==> src/rtl/axi_burst_master_if.sv <==
// AXI4 initiator-side bus bundle for axi_burst_master: AW, W, B, AR and R channels.
interface axi_burst_master_if #(
    parameter int unsigned DATA_WIDTH = 32,
    parameter int unsigned ADDR_WIDTH = 16,
    parameter int unsigned ID_WIDTH   = 8
);
    localparam int unsigned STRB_WIDTH = DATA_WIDTH / 8;

    logic [ID_WIDTH-1:0]   awid;
    logic [ADDR_WIDTH-1:0] awaddr;
    logic [7:0]            awlen;
    logic [2:0]            awsize;
    logic [1:0]            awburst;
    logic                  awlock;
    logic [3:0]            awcache;
    logic [2:0]            awprot;
    logic                  awvalid;
    logic                  awready;

    logic [DATA_WIDTH-1:0] wdata;
    logic [STRB_WIDTH-1:0] wstrb;
    logic                  wlast;
    logic                  wvalid;
    logic                  wready;

    logic [ID_WIDTH-1:0]   bid;
    logic [1:0]            bresp;
    logic                  bvalid;
    logic                  bready;

    logic [ID_WIDTH-1:0]   arid;
    logic [ADDR_WIDTH-1:0] araddr;
    logic [7:0]            arlen;
    logic [2:0]            arsize;
    logic [1:0]            arburst;
    logic                  arlock;
    logic [3:0]            arcache;
    logic [2:0]            arprot;
    logic                  arvalid;
    logic                  arready;

    logic [ID_WIDTH-1:0]   rid;
    logic [DATA_WIDTH-1:0] rdata;
    logic [1:0]            rresp;
    logic                  rlast;
    logic                  rvalid;
    logic                  rready;

    modport master (
        output awid, awaddr, awlen, awsize, awburst, awlock, awcache, awprot, awvalid,
        input  awready,
        output wdata, wstrb, wlast, wvalid,
        input  wready,
        input  bid, bresp, bvalid,
        output bready,
        output arid, araddr, arlen, arsize, arburst, arlock, arcache, arprot, arvalid,
        input  arready,
        input  rid, rdata, rresp, rlast, rvalid,
        output rready
    );

    modport slave (
        input  awid, awaddr, awlen, awsize, awburst, awlock, awcache, awprot, awvalid,
        output awready,
        input  wdata, wstrb, wlast, wvalid,
        output wready,
        output bid, bresp, bvalid,
        input  bready,
        input  arid, araddr, arlen, arsize, arburst, arlock, arcache, arprot, arvalid,
        output arready,
        output rid, rdata, rresp, rlast, rvalid,
        input  rready
    );
endinterface

==> src/rtl/axi_burst_master.sv <==
// Single-outstanding AXI4 burst initiator: command port in, write/read beat streams,
// worst-case response reported on a done handshake.
module axi_burst_master #(
    parameter int unsigned DATA_WIDTH = 32,
    parameter int unsigned ADDR_WIDTH = 16,
    parameter int unsigned STRB_WIDTH = DATA_WIDTH / 8,
    parameter int unsigned ID_WIDTH   = 8
) (
    input  logic                  clk,
    input  logic                  rst_n,

    input  logic                  cmd_valid,
    output logic                  cmd_ready,
    input  logic                  cmd_write,
    input  logic [ADDR_WIDTH-1:0] cmd_addr,
    input  logic [7:0]            cmd_len,
    input  logic [ID_WIDTH-1:0]   cmd_id,

    input  logic [DATA_WIDTH-1:0] wr_data,
    input  logic [STRB_WIDTH-1:0] wr_strb,
    input  logic                  wr_valid,
    output logic                  wr_ready,

    output logic [DATA_WIDTH-1:0] rd_data,
    output logic                  rd_last,
    output logic                  rd_valid,
    input  logic                  rd_ready,

    output logic                  done_valid,
    input  logic                  done_ready,
    output logic [1:0]            done_resp,

    axi_burst_master_if.master    m_axi
);
    localparam int unsigned SIZE_W = $clog2(STRB_WIDTH);
    localparam logic [ADDR_WIDTH-1:0] ALIGN_MASK = ~ADDR_WIDTH'((64'd1 << SIZE_W) - 64'd1);
    localparam logic [1:0] RESP_SLVERR = 2'b10;

    localparam logic [2:0] S_IDLE  = 3'd0;
    localparam logic [2:0] S_WADDR = 3'd1;
    localparam logic [2:0] S_WDATA = 3'd2;
    localparam logic [2:0] S_WRESP = 3'd3;
    localparam logic [2:0] S_RADDR = 3'd4;
    localparam logic [2:0] S_RDATA = 3'd5;
    localparam logic [2:0] S_DONE  = 3'd6;

    logic [2:0]            state_q, state_d;
    logic [ADDR_WIDTH-1:0] addr_q, addr_d;
    logic [7:0]            len_q, len_d;
    logic [7:0]            cnt_q, cnt_d;
    logic [ID_WIDTH-1:0]   id_q, id_d;
    logic [1:0]            resp_acc_q, resp_acc_d;
    logic                  cmd_ready_q, cmd_ready_d;
    logic                  awvalid_q, awvalid_d;
    logic                  arvalid_q, arvalid_d;
    logic                  done_valid_q, done_valid_d;
    logic [1:0]            done_resp_q, done_resp_d;
    logic                  beat_last;
    logic [1:0]            beat_resp;

    function automatic logic [1:0] worst(input logic [1:0] a, input logic [1:0] b);
        return (a > b) ? a : b;
    endfunction

    assign beat_last = (cnt_q == len_q);

    // Address channels: fields come straight from the latched command.
    assign m_axi.awid    = id_q;
    assign m_axi.awaddr  = addr_q;
    assign m_axi.awlen   = len_q;
    assign m_axi.awsize  = 3'(SIZE_W);
    assign m_axi.awburst = 2'b01;
    assign m_axi.awlock  = 1'b0;
    assign m_axi.awcache = 4'b0011;
    assign m_axi.awprot  = 3'b000;
    assign m_axi.awvalid = awvalid_q;
    assign m_axi.arid    = id_q;
    assign m_axi.araddr  = addr_q;
    assign m_axi.arlen   = len_q;
    assign m_axi.arsize  = 3'(SIZE_W);
    assign m_axi.arburst = 2'b01;
    assign m_axi.arlock  = 1'b0;
    assign m_axi.arcache = 4'b0011;
    assign m_axi.arprot  = 3'b000;
    assign m_axi.arvalid = arvalid_q;

    assign m_axi.wdata = wr_data;
    assign m_axi.wstrb = wr_strb;
    assign rd_data     = m_axi.rdata;

    assign cmd_ready  = cmd_ready_q;
    assign done_valid = done_valid_q;
    assign done_resp  = done_resp_q;

    always_comb begin
        state_d      = state_q;
        addr_d       = addr_q;
        len_d        = len_q;
        cnt_d        = cnt_q;
        id_d         = id_q;
        resp_acc_d   = resp_acc_q;
        beat_resp    = resp_acc_q;
        wr_ready     = 1'b0;
        m_axi.wvalid = 1'b0;
        m_axi.wlast  = 1'b0;
        m_axi.bready = 1'b0;
        m_axi.rready = 1'b0;
        rd_valid     = 1'b0;
        rd_last      = 1'b0;

        case (state_q)
            S_IDLE: begin
                if (cmd_valid && cmd_ready_q) begin
                    addr_d     = cmd_addr & ALIGN_MASK;
                    len_d      = cmd_len;
                    id_d       = cmd_id;
                    cnt_d      = 8'd0;
                    resp_acc_d = 2'b00;
                    state_d    = cmd_write ? S_WADDR : S_RADDR;
                end
            end
            S_WADDR: begin
                if (m_axi.awready) state_d = S_WDATA;
            end
            S_WDATA: begin
                m_axi.wvalid = wr_valid;
                wr_ready     = m_axi.wready;
                m_axi.wlast  = beat_last;
                if (wr_valid && m_axi.wready) begin
                    cnt_d = cnt_q + 8'd1;
                    if (beat_last) state_d = S_WRESP;
                end
            end
            S_WRESP: begin
                m_axi.bready = 1'b1;
                if (m_axi.bvalid) begin
                    beat_resp = worst(resp_acc_q, m_axi.bresp);
                    if (m_axi.bid != id_q) beat_resp = worst(beat_resp, RESP_SLVERR);
                    resp_acc_d = beat_resp;
                    state_d    = S_DONE;
                end
            end
            S_RADDR: begin
                if (m_axi.arready) state_d = S_RDATA;
            end
            S_RDATA: begin
                rd_valid     = m_axi.rvalid;
                m_axi.rready = rd_ready;
                rd_last      = beat_last;
                if (m_axi.rvalid && rd_ready) begin
                    // ID or burst-length disagreement from the subordinate is reported as SLVERR.
                    beat_resp = worst(resp_acc_q, m_axi.rresp);
                    if ((m_axi.rid != id_q) || (m_axi.rlast != beat_last))
                        beat_resp = worst(beat_resp, RESP_SLVERR);
                    resp_acc_d = beat_resp;
                    cnt_d      = cnt_q + 8'd1;
                    if (beat_last) state_d = S_DONE;
                end
            end
            S_DONE: begin
                if (done_ready) state_d = S_IDLE;
            end
            default: state_d = S_IDLE;
        endcase

        cmd_ready_d  = (state_d == S_IDLE);
        awvalid_d    = (state_d == S_WADDR);
        arvalid_d    = (state_d == S_RADDR);
        done_valid_d = (state_d == S_DONE);
        done_resp_d  = done_valid_d ? resp_acc_d : 2'b00;
    end

    always_ff @(posedge clk or negedge rst_n) begin
        if (!rst_n) begin
            state_q      <= S_IDLE;
            addr_q       <= '0;
            len_q        <= 8'd0;
            cnt_q        <= 8'd0;
            id_q         <= '0;
            resp_acc_q   <= 2'b00;
            cmd_ready_q  <= 1'b0;
            awvalid_q    <= 1'b0;
            arvalid_q    <= 1'b0;
            done_valid_q <= 1'b0;
            done_resp_q  <= 2'b00;
        end else begin
            state_q      <= state_d;
            addr_q       <= addr_d;
            len_q        <= len_d;
            cnt_q        <= cnt_d;
            id_q         <= id_d;
            resp_acc_q   <= resp_acc_d;
            cmd_ready_q  <= cmd_ready_d;
            awvalid_q    <= awvalid_d;
            arvalid_q    <= arvalid_d;
            done_valid_q <= done_valid_d;
            done_resp_q  <= done_resp_d;
        end
    end
endmodule

==> src/flat_wrapper.sv <==
// flat-port wrapper written by rule: the top's interface ports become plain ports
module axi_burst_master_flat 
#(
    parameter int unsigned DATA_WIDTH = 32,
    parameter int unsigned ADDR_WIDTH = 16,
    parameter int unsigned STRB_WIDTH = DATA_WIDTH / 8,
    parameter int unsigned ID_WIDTH   = 8
)
  (clk, rst_n, cmd_valid, cmd_ready, cmd_write, cmd_addr, cmd_len, cmd_id, wr_data, wr_strb, wr_valid, wr_ready, rd_data, rd_last, rd_valid, rd_ready, done_valid, done_ready, done_resp, m_axi_awid, m_axi_awaddr, m_axi_awlen, m_axi_awsize, m_axi_awburst, m_axi_awlock, m_axi_awcache, m_axi_awprot, m_axi_awvalid, m_axi_awready, m_axi_wdata, m_axi_wstrb, m_axi_wlast, m_axi_wvalid, m_axi_wready, m_axi_bid, m_axi_bresp, m_axi_bvalid, m_axi_bready, m_axi_arid, m_axi_araddr, m_axi_arlen, m_axi_arsize, m_axi_arburst, m_axi_arlock, m_axi_arcache, m_axi_arprot, m_axi_arvalid, m_axi_arready, m_axi_rid, m_axi_rdata, m_axi_rresp, m_axi_rlast, m_axi_rvalid, m_axi_rready);
  axi_burst_master_if #(.DATA_WIDTH(DATA_WIDTH), .ADDR_WIDTH(ADDR_WIDTH), .ID_WIDTH(ID_WIDTH)) m_axi_i ();
  input  logic clk;
  input  logic rst_n;
  input  logic cmd_valid;
  output logic cmd_ready;
  input  logic cmd_write;
  input  logic [ADDR_WIDTH-1:0] cmd_addr;
  input  logic [7:0] cmd_len;
  input  logic [ID_WIDTH-1:0] cmd_id;
  input  logic [DATA_WIDTH-1:0] wr_data;
  input  logic [STRB_WIDTH-1:0] wr_strb;
  input  logic wr_valid;
  output logic wr_ready;
  output logic [DATA_WIDTH-1:0] rd_data;
  output logic rd_last;
  output logic rd_valid;
  input  logic rd_ready;
  output logic done_valid;
  input  logic done_ready;
  output logic [1:0] done_resp;
  output wire logic [$bits(m_axi_i.awid)-1:0] m_axi_awid;
  output wire logic [$bits(m_axi_i.awaddr)-1:0] m_axi_awaddr;
  output wire logic [$bits(m_axi_i.awlen)-1:0] m_axi_awlen;
  output wire logic [$bits(m_axi_i.awsize)-1:0] m_axi_awsize;
  output wire logic [$bits(m_axi_i.awburst)-1:0] m_axi_awburst;
  output wire logic [$bits(m_axi_i.awlock)-1:0] m_axi_awlock;
  output wire logic [$bits(m_axi_i.awcache)-1:0] m_axi_awcache;
  output wire logic [$bits(m_axi_i.awprot)-1:0] m_axi_awprot;
  output wire logic [$bits(m_axi_i.awvalid)-1:0] m_axi_awvalid;
  input wire logic [$bits(m_axi_i.awready)-1:0] m_axi_awready;
  output wire logic [$bits(m_axi_i.wdata)-1:0] m_axi_wdata;
  output wire logic [$bits(m_axi_i.wstrb)-1:0] m_axi_wstrb;
  output wire logic [$bits(m_axi_i.wlast)-1:0] m_axi_wlast;
  output wire logic [$bits(m_axi_i.wvalid)-1:0] m_axi_wvalid;
  input wire logic [$bits(m_axi_i.wready)-1:0] m_axi_wready;
  input wire logic [$bits(m_axi_i.bid)-1:0] m_axi_bid;
  input wire logic [$bits(m_axi_i.bresp)-1:0] m_axi_bresp;
  input wire logic [$bits(m_axi_i.bvalid)-1:0] m_axi_bvalid;
  output wire logic [$bits(m_axi_i.bready)-1:0] m_axi_bready;
  output wire logic [$bits(m_axi_i.arid)-1:0] m_axi_arid;
  output wire logic [$bits(m_axi_i.araddr)-1:0] m_axi_araddr;
  output wire logic [$bits(m_axi_i.arlen)-1:0] m_axi_arlen;
  output wire logic [$bits(m_axi_i.arsize)-1:0] m_axi_arsize;
  output wire logic [$bits(m_axi_i.arburst)-1:0] m_axi_arburst;
  output wire logic [$bits(m_axi_i.arlock)-1:0] m_axi_arlock;
  output wire logic [$bits(m_axi_i.arcache)-1:0] m_axi_arcache;
  output wire logic [$bits(m_axi_i.arprot)-1:0] m_axi_arprot;
  output wire logic [$bits(m_axi_i.arvalid)-1:0] m_axi_arvalid;
  input wire logic [$bits(m_axi_i.arready)-1:0] m_axi_arready;
  input wire logic [$bits(m_axi_i.rid)-1:0] m_axi_rid;
  input wire logic [$bits(m_axi_i.rdata)-1:0] m_axi_rdata;
  input wire logic [$bits(m_axi_i.rresp)-1:0] m_axi_rresp;
  input wire logic [$bits(m_axi_i.rlast)-1:0] m_axi_rlast;
  input wire logic [$bits(m_axi_i.rvalid)-1:0] m_axi_rvalid;
  output wire logic [$bits(m_axi_i.rready)-1:0] m_axi_rready;
  assign m_axi_awid = m_axi_i.awid;
  assign m_axi_awaddr = m_axi_i.awaddr;
  assign m_axi_awlen = m_axi_i.awlen;
  assign m_axi_awsize = m_axi_i.awsize;
  assign m_axi_awburst = m_axi_i.awburst;
  assign m_axi_awlock = m_axi_i.awlock;
  assign m_axi_awcache = m_axi_i.awcache;
  assign m_axi_awprot = m_axi_i.awprot;
  assign m_axi_awvalid = m_axi_i.awvalid;
  assign m_axi_i.awready = m_axi_awready;
  assign m_axi_wdata = m_axi_i.wdata;
  assign m_axi_wstrb = m_axi_i.wstrb;
  assign m_axi_wlast = m_axi_i.wlast;
  assign m_axi_wvalid = m_axi_i.wvalid;
  assign m_axi_i.wready = m_axi_wready;
  assign m_axi_i.bid = m_axi_bid;
  assign m_axi_i.bresp = m_axi_bresp;
  assign m_axi_i.bvalid = m_axi_bvalid;
  assign m_axi_bready = m_axi_i.bready;
  assign m_axi_arid = m_axi_i.arid;
  assign m_axi_araddr = m_axi_i.araddr;
  assign m_axi_arlen = m_axi_i.arlen;
  assign m_axi_arsize = m_axi_i.arsize;
  assign m_axi_arburst = m_axi_i.arburst;
  assign m_axi_arlock = m_axi_i.arlock;
  assign m_axi_arcache = m_axi_i.arcache;
  assign m_axi_arprot = m_axi_i.arprot;
  assign m_axi_arvalid = m_axi_i.arvalid;
  assign m_axi_i.arready = m_axi_arready;
  assign m_axi_i.rid = m_axi_rid;
  assign m_axi_i.rdata = m_axi_rdata;
  assign m_axi_i.rresp = m_axi_rresp;
  assign m_axi_i.rlast = m_axi_rlast;
  assign m_axi_i.rvalid = m_axi_rvalid;
  assign m_axi_rready = m_axi_i.rready;
  axi_burst_master #(.DATA_WIDTH(DATA_WIDTH), .ADDR_WIDTH(ADDR_WIDTH), .STRB_WIDTH(STRB_WIDTH), .ID_WIDTH(ID_WIDTH)) u_core (.clk(clk), .rst_n(rst_n), .cmd_valid(cmd_valid), .cmd_ready(cmd_ready), .cmd_write(cmd_write), .cmd_addr(cmd_addr), .cmd_len(cmd_len), .cmd_id(cmd_id), .wr_data(wr_data), .wr_strb(wr_strb), .wr_valid(wr_valid), .wr_ready(wr_ready), .rd_data(rd_data), .rd_last(rd_last), .rd_valid(rd_valid), .rd_ready(rd_ready), .done_valid(done_valid), .done_ready(done_ready), .done_resp(done_resp), .m_axi(m_axi_i));
endmodule
==> config.mk <==
export PLATFORM = sky130hd
export DESIGN_NAME = axi_burst_master_flat
export DESIGN_NICKNAME = d
export VERILOG_FILES = /design/src/rtl/axi_burst_master_if.sv /design/src/rtl/axi_burst_master.sv /design/src/flat_wrapper.sv
export SDC_FILE = /design/constraint.sdc
export NUM_CORES = 1
export LEC_CHECK = 0
export ABC_CLOCK_PERIOD_IN_PS = 2500
export BUFFER_PORTS_ARGS = -buffer_cell sky130_fd_sc_hd__buf_2
export CORE_AREA = 2 2 117 119
export CTS_CLUSTER_SIZE = 20
export DETAILED_ROUTE_END_ITERATION = 6
export DIE_AREA = 0 0 119 121
export PLACE_DENSITY_LB_ADDON = 0.2
export SLEW_MARGIN = 25
export SYNTH_ARGS = -nofsm -noshare
export SYNTH_HDL_FRONTEND = slang
export SYNTH_SLANG_ARGS = --single-unit
==> constraint.sdc <==
create_clock -name clk -period 2.5 [get_ports clk]
set_input_delay 0.25 -clock clk [delete_from_list [all_inputs] [get_ports clk]]
set_output_delay 0.25 -clock clk [all_outputs]
set_load 0.01 [all_outputs]
Yosys cells after proc, flatten, opt, wreduce, memory -nomap -nowiden

Index checks and enable logic that the tools add are counted.

Bits in registers: 49
Latch bits: 0
RAM bits: 0
Bits in read-only memories: 0
Input bits: 133
Output and inout bits: 171
Memories kept: 0

Add/subtract/negate cells: 1
Multipliers: 0
Div/mod/pow operators: 0
Order comparisons: 4
Equality and inequality tests: 16
Shift-type cells: 0
Mux-type cells: 33
Bitwise operators: 0
Reductions and logical operators: 9

Operator list:

| cell                                                            | count |
|---|---|
| 3-bit 2-to-1 mux                                                | 10 |
| 8-bit 2-to-1 mux                                                | 3 |
| 8-bit case mux with 3 select lines                              | 1 |
| 3-bit case mux with 7 select lines                              | 1 |
| 2-bit 2-to-1 mux                                                | 10 |
| 8-bit != test                                                   | 2 |
| 3-bit == test, second input constant                            | 5 |
| 8-bit by 1-bit adder with 8-bit output, second input constant   | 1 |
| 8-bit == test                                                   | 1 |
| 1-bit 2-to-1 mux                                                | 7 |
| 3-bit by 1-bit == test with 1-bit output, second input constant | 2 |
| 3-bit by 2-bit == test with 1-bit output, second input constant | 2 |
| 3-bit logical NOT                                               | 2 |
| 2-bit by 1-bit != test with 1-bit output, second input constant | 3 |
| 2-bit case mux with 3 select lines                              | 1 |
| 2-bit > comparator                                              | 2 |
| 2-bit > comparator, second input constant                       | 2 |
| 4-bit AND reduction                                             | 1 |
| 1-bit logical AND                                               | 3 |
| 3-bit nonzero test                                              | 1 |
| 2-bit AND reduction                                             | 1 |
| 1-bit logical OR                                                | 1 |
| 1-bit != test                                                   | 1 |

Depth between registers and ports, before layout

Depth in word-level cells: 8
Mapped depth: 8
Gate-level depth less buffers: 8

Least setup slack after synthesis

No wires, ideal clock.

Path type: flip-flop to flip-flop
Start point: register u_core.len_q[7] (netlist: u_core.m_axi.arlen[7])
End point: register u_core.done_resp_q[1] (netlist: u_core.done_resp[1])
Setup time: 0.078 ns
Data arrival time: 1.560 ns
Required time: 2.422 ns
Path slack: 0.862 ns
Cell stages (with the launch flop): 7
Buffers on the path: 0
Clock period less this slack: 1.638 ns
Cells stage by stage: dfrtp_1 xor2_1 nor4_2 nand2_2 xor2_1 a41o_1 a21oi_1

Longest elaborated chain between the ends: 7
Elaborated cells on any way between the ends: 13
Classes of those cells: eq/ne (3); mux (9); reduce/logical (1)

Ends and longest elaborated chain:

| what                                                                                       | RTL line                | text |
|---|---|---|
| start, declared                                                                            | axi_burst_master.sv:49  | `logic [7:0] len_q, len_d;` |
| start signal, assigned                                                                     | axi_burst_master.sv:189 | `len_q <= len_d;` |
| 8-bit == test (*)                                                                          | axi_burst_master.sv:65  | `assign beat_last = (cnt_q == len_q);` |
| parallel branches: the longest is 5 deep, another holds 3-bit case mux with 7 select lines | --                      |  |
| 2-bit 2-to-1 mux (*)                                                                       | axi_burst_master.sv:170 | `done_resp_d = done_valid_d ? resp_acc_d : 2'b00;` |
| named net u_core.done_resp_d[1]                                                            | axi_burst_master.sv:57  | `logic [1:0] done_resp_q, done_resp_d;` |
| end signal, assigned                                                                       | axi_burst_master.sv:197 | `done_resp_q <= done_resp_d;` |
| end, declared                                                                              | axi_burst_master.sv:57  |  |

Mark *: on every way through the listed nets, which the timed path passes.
A chain may end at the register's enable or synchronous reset.

Worst setup path in the final report

Start point: register u_core.id_q[6] (netlist: u_core.m_axi.arid[6])
End point: register u_core.done_resp_q[0] (netlist: u_core.done_resp[0])

Longest elaborated chain between the ends: 6
Elaborated cells on any way between the ends: 9
Classes of those cells: eq/ne (2); mux (6); reduce/logical (1)

Ends and longest elaborated chain:

| what                                   | RTL line                | text |
|---|---|---|
| start, declared                        | axi_burst_master.sv:51  | `logic [ID_WIDTH-1:0] id_q, id_d;` |
| start signal, assigned                 | axi_burst_master.sv:191 | `id_q <= id_d;` |
| 8-bit != test                          | axi_burst_master.sv:153 | `if ((m_axi.rid != id_q) \|\| (m_axi.rlast != beat_last))` |
| 1-bit logical OR                       | axi_burst_master.sv:153 |  |
| 2-bit 2-to-1 mux                       | axi_burst_master.sv:153 |  |
| 2-bit 2-to-1 mux                       | axi_burst_master.sv:150 | `if (m_axi.rvalid && rd_ready) begin` |
| 2-bit case mux with 3 select lines (*) | axi_burst_master.sv:111 | `case (state_q)` |
| 2-bit 2-to-1 mux (*)                   | axi_burst_master.sv:170 |  |
| named net u_core.done_resp_d[0]        | axi_burst_master.sv:57  |  |

Mark *: on every way through the listed nets, which the timed path passes. The rest lies on a longest branch.

==> results.py <==
metrics = {
    "global_routing": {
        "grt_use_met2": 0.190,
        "grt_max_degree": 34,
        "use_met3": 0.0273,
        "grt_overflow": 0,
        "grt_usage": 0.113,
        "grt_pass1_wl_mm": 13.0,
        "grt_pass1_vias": 2555,
        "busiest_layer": "met2",
        "met1_usage": 0.144,
        "antenna_found_initial": 0,
    },
    "min_path": {
        "hp-class": "input pin to flop",
    },
    "logic_synthesis": {
        "syn_avg_cell_area_um2": 8.37,
        "synthCells": 430,
        "synth_compound_area_frac": 0.0664,
        "synth-simple-area-share": 0.209,
        "muxShareOfSynthArea": 0.00278,
        "synth_top_family_by_area": "buffers and inverters",
        "synth_xor_area_frac": 0.0682,
        "ys_seq_area_frac": 0.341,
        "yosysUniqueCellTypes": 46,
        "synth-seq-cells": 49,
        "synth_warnings": 0,
        "synth_fa_ha_area_frac": 0.0243,
        "netlist_area_um2": 3600,
    },
    "clock_tree": {
        "numCtsBuffers": 5,
        "clk_latency_ps": 280,
        "cts_tree": "yes",
        "cts_max_level": 2,
        "path_clk_slew_ps": 70,
        "clock-root-buffer": "clkbuf_16",
        "cts_buffer_depth": 2,
        "cts.sinks": 49,
    },
    "sta": {
        "hold_viol_final": 0,
        "setup_viol_count_final": 0,
        "min_period_ps": 1950,
        "fmax_mhz": 513,
        "rsz0062_at_grt": "no",
        "slew_viol_final": 0,
        "finClkSkew_ps": 5.81,
        "post-route-period-util": 0.780,
        "tns_ps": 0,
    },
    "outcome": {
        "outcome": "finished clean",
    },
    "placed_design": {
        "place_inst": 639,
        "post_dp_cell_area_um2": 3650,
        "hpwl_mm": 6.68,
        "port-buffer-count": 135,
        "gp_congestion": 0.792,
    },
    "layout": {
        "area_growth_pct": 7.17,
        "nNetsFinal": 611,
        "drive_gt1_frac": 0.347,
        "final_area_um2": 3850,
        "final_cells": 648,
        "n_antenna_cell": 0,
        "fillers": 1445,
    },
    "critical_path": {
        "cp_cell_sequence": "xor2_1 -> nor4_1 -> a21oi_1 -> o31ai_1 -> nand2_1 -> a31oi_1",
        "slowest_delay_ps": 460,
        "worst-path-buf-inv": 0,
        "path_class": "flop to flop",
        "worstSetupStartpointType": "flop",
        "end_kind": "flop",
        "cp.arrival_ps": 2150,
        "slowest_stage": "nor4_1",
        "crit_required_ps": 2700,
        "cp_top_family": "compound AO/OA/AOI/OAI gates",
        "cp_max_fo": 5,
    },
    "power": {
        "power_frac_clock": 0.223,
        "p_comb_frac": 0.401,
        "seqPwrFrac": 0.375,
        "power_density_nw_per_um2": 1010,
        "p_switching_uw": 1520,
        "leakagePower_uw": 0.00216,
        "p_sw_frac": 0.390,
        "ir_drop_uv": 266,
        "intPower_uw": 2380,
    },
    "route": {
        "vias": 2666,
        "drc": 0,
        "routed_via_density": 4.11,
        "drt_pass1_iterations": 4,
        "drt_first_iter_violations": 58,
        "detail_route.wl_per_cell_um": 13.0,
        "routed_wl_mm": 8.45,
        "ant_nets": 0,
    },
    "die": {
        "start_util": 0.275,
        "rows": 42,
        "die-area_um2": 14400,
        "ioPinCount": 304,
        "die_h_um": 121,
        "dieWidth_um": 119,
        "core_um2": 13100,
    },
    "job": {
        "drv_cap": 0,
    },
}
what timing repair did:
item / 4_1_cts / 5_1_grt
endpoints found under the setup margin: 0 / 0
hold buffers: 1 / 0
resized for setup: 0 / 0
endpoints found under the hold margin: 49 / 0
setup buffers: 0 / 0
kinds of logic after synthesis:
group | after synthesis
and+or+nand+nor | 161
buffers and inverters | 146
DFF | 49
AOI/OAI and AO/OA | 36
xor gates and xnor gates | 28
adders and majority gates | 7
other | 2
muxes | 1
placed cells by master (no fill, tap or decap), types with 2 or more instances in the layout:
master     Yosys  layout
a21oi_1       10      10
a31o_2         2       2
a31oi_1        2       2
a32oi_1        2       2
and2_1         3       3
and3_1         4       4
buf_2          2     135
buf_4        128       6
bufinv_16      0       2
clkbuf_16      0       5
conb_1         2      30
dfrtp_1       49      49
ha_1           7       7
inv_1          9       9
nand2_1      105     105
nand3_1        9       9
nand4_1        5       5
nor2_1        16      16
nor2_4         1       2
nor2b_1        2       2
nor3_2         2       2
nor4_1         2       2
nor4_2         2       2
o21ai_0       11      11
xnor2_1       10      10
xor2_1        18      18
through the flow:
| stage | util | power, uW | hold slack, ps | setup slack, ps |
|---|---|---|---|---|
| 6_report | 0.295 | 3910 | 149 | 549 |
| 5_1_grt | 0.295 | 4220 | 147 | 269 |
| 4_1_cts | 0.295 | 3990 | 138 | 443 |
| 3_5_place_dp | 0.279 | 3080 | 268 | 506 |
| 3_3_place_gp | 0.279 | 3060 | 264 | 467 |
| 2_1_floorplan | - | 2800 | -45.6 | 862 |
power groups by stage:
stage | clock, uW | sequential, uW | combinational [uW]
6_report | 873 | 1470 | 1570
5_1_grt | 940 | 1530 | 1750
2_1_floorplan | 0 | 1530 | 1270
3_3_place_gp | 0 | 1480 | 1590
3_5_place_dp | 0 | 1500 | 1590
4_1_cts | 915 | 1480 | 1590
sequential cells by signal, summed over array words and instances, names as in the netlist:
signal and cells:
u_core.m_axi.araddr 14, u_core.cnt_q 8, u_core.m_axi.arid 8, u_core.m_axi.arlen 8, u_core.state_q 3, u_core.done_resp 2
u_core.resp_acc_q 2, u_core.cmd_ready 1, u_core.done_valid 1, u_core.m_axi.arvalid 1, u_core.m_axi.awvalid 1
worst min-delay path, delay by kind of cell:
kind	cells	cell delay [ps]
and+or+nand+nor	2	80
buffers and inverters	1	70
routing by layer:
| layer | part of all wire | vias up |
|---|---|---|
| met2 | 0.49 | 99 |
| met3 | 0.064 | 12 |
| met4 | 0.012 | 0 |
| met5 | 0 | - |
| li1 | - | 1305 |
| met1 | 0.44 | 1250 |
path summary, 6_finish.rpt:
check                                   startpoint  depth (start not counted)                       to  slack (ps)
min                                     cmd_len[0]                          3    u_core.m_axi.arlen[0]         150
min reg2reg                u_core.m_axi.araddr[10]                          2  u_core.m_axi.araddr[10]         490
max                           u_core.m_axi.arid[6]                          6      u_core.done_resp[0]         550
max in group asynchronous                    rst_n                          3    u_core.m_axi.arlen[7]        1710
max reg2reg                   u_core.m_axi.arid[6]                          6      u_core.done_resp[0]         550
min in group asynchronous                    rst_n                          3  u_core.m_axi.araddr[15]         490
final cells by class:
cell class | count | area [um^2] | area share
Inverter | 10 | 37.5 | 0.00974
Tap cell | 176 | 220 | 0.0571
Clock buffer | 5 | 125 | 0.0325
Clock inverter | 3 | 65.1 | 0.0169
Timing Repair Buffer | 142 | 731 | 0.190
Sequential cell | 49 | 1230 | 0.318
Multi-Input combinational cell | 263 | 1450 | 0.376
Yosys cell counts, drive strengths merged:
master / number / share of area
a32oi: 2 / 0.0049
nand2b: 1 / 0.0017
a31oi: 2 / 0.0035
nor2b: 2 / 0.0035
inv: 10 / 0.010
xor2: 18 / 0.044
nand2: 106 / 0.11
nor3: 3 / 0.0070
clkbuf: 6 / 0.0063
a21oi: 10 / 0.014
o31ai: 2 / 0.0080
or2: 1 / 0.0017
dfrtp: 49 / 0.34
nor3b: 1 / 0.0035
xnor2: 10 / 0.024
nand3: 10 / 0.015
a211oi: 1 / 0.0021
a22oi: 1 / 0.0021
buf: 130 / 0.27
nand4b: 1 / 0.0066
nand4: 5 / 0.0087
and3: 4 / 0.0070
a221o: 1 / 0.0028
a31o: 2 / 0.0049
a41o: 1 / 0.0028
and2: 3 / 0.0052
o21ai: 11 / 0.015
nor2: 18 / 0.022
nor4: 4 / 0.010
nand3b: 2 / 0.0052
mux2i: 1 / 0.0028
conb: 2 / 0.0021
o21bai: 1 / 0.0021
o22ai: 1 / 0.0017
ha: 7 / 0.024
a211o: 1 / 0.0024
Power figures use the tool's default switching activity.
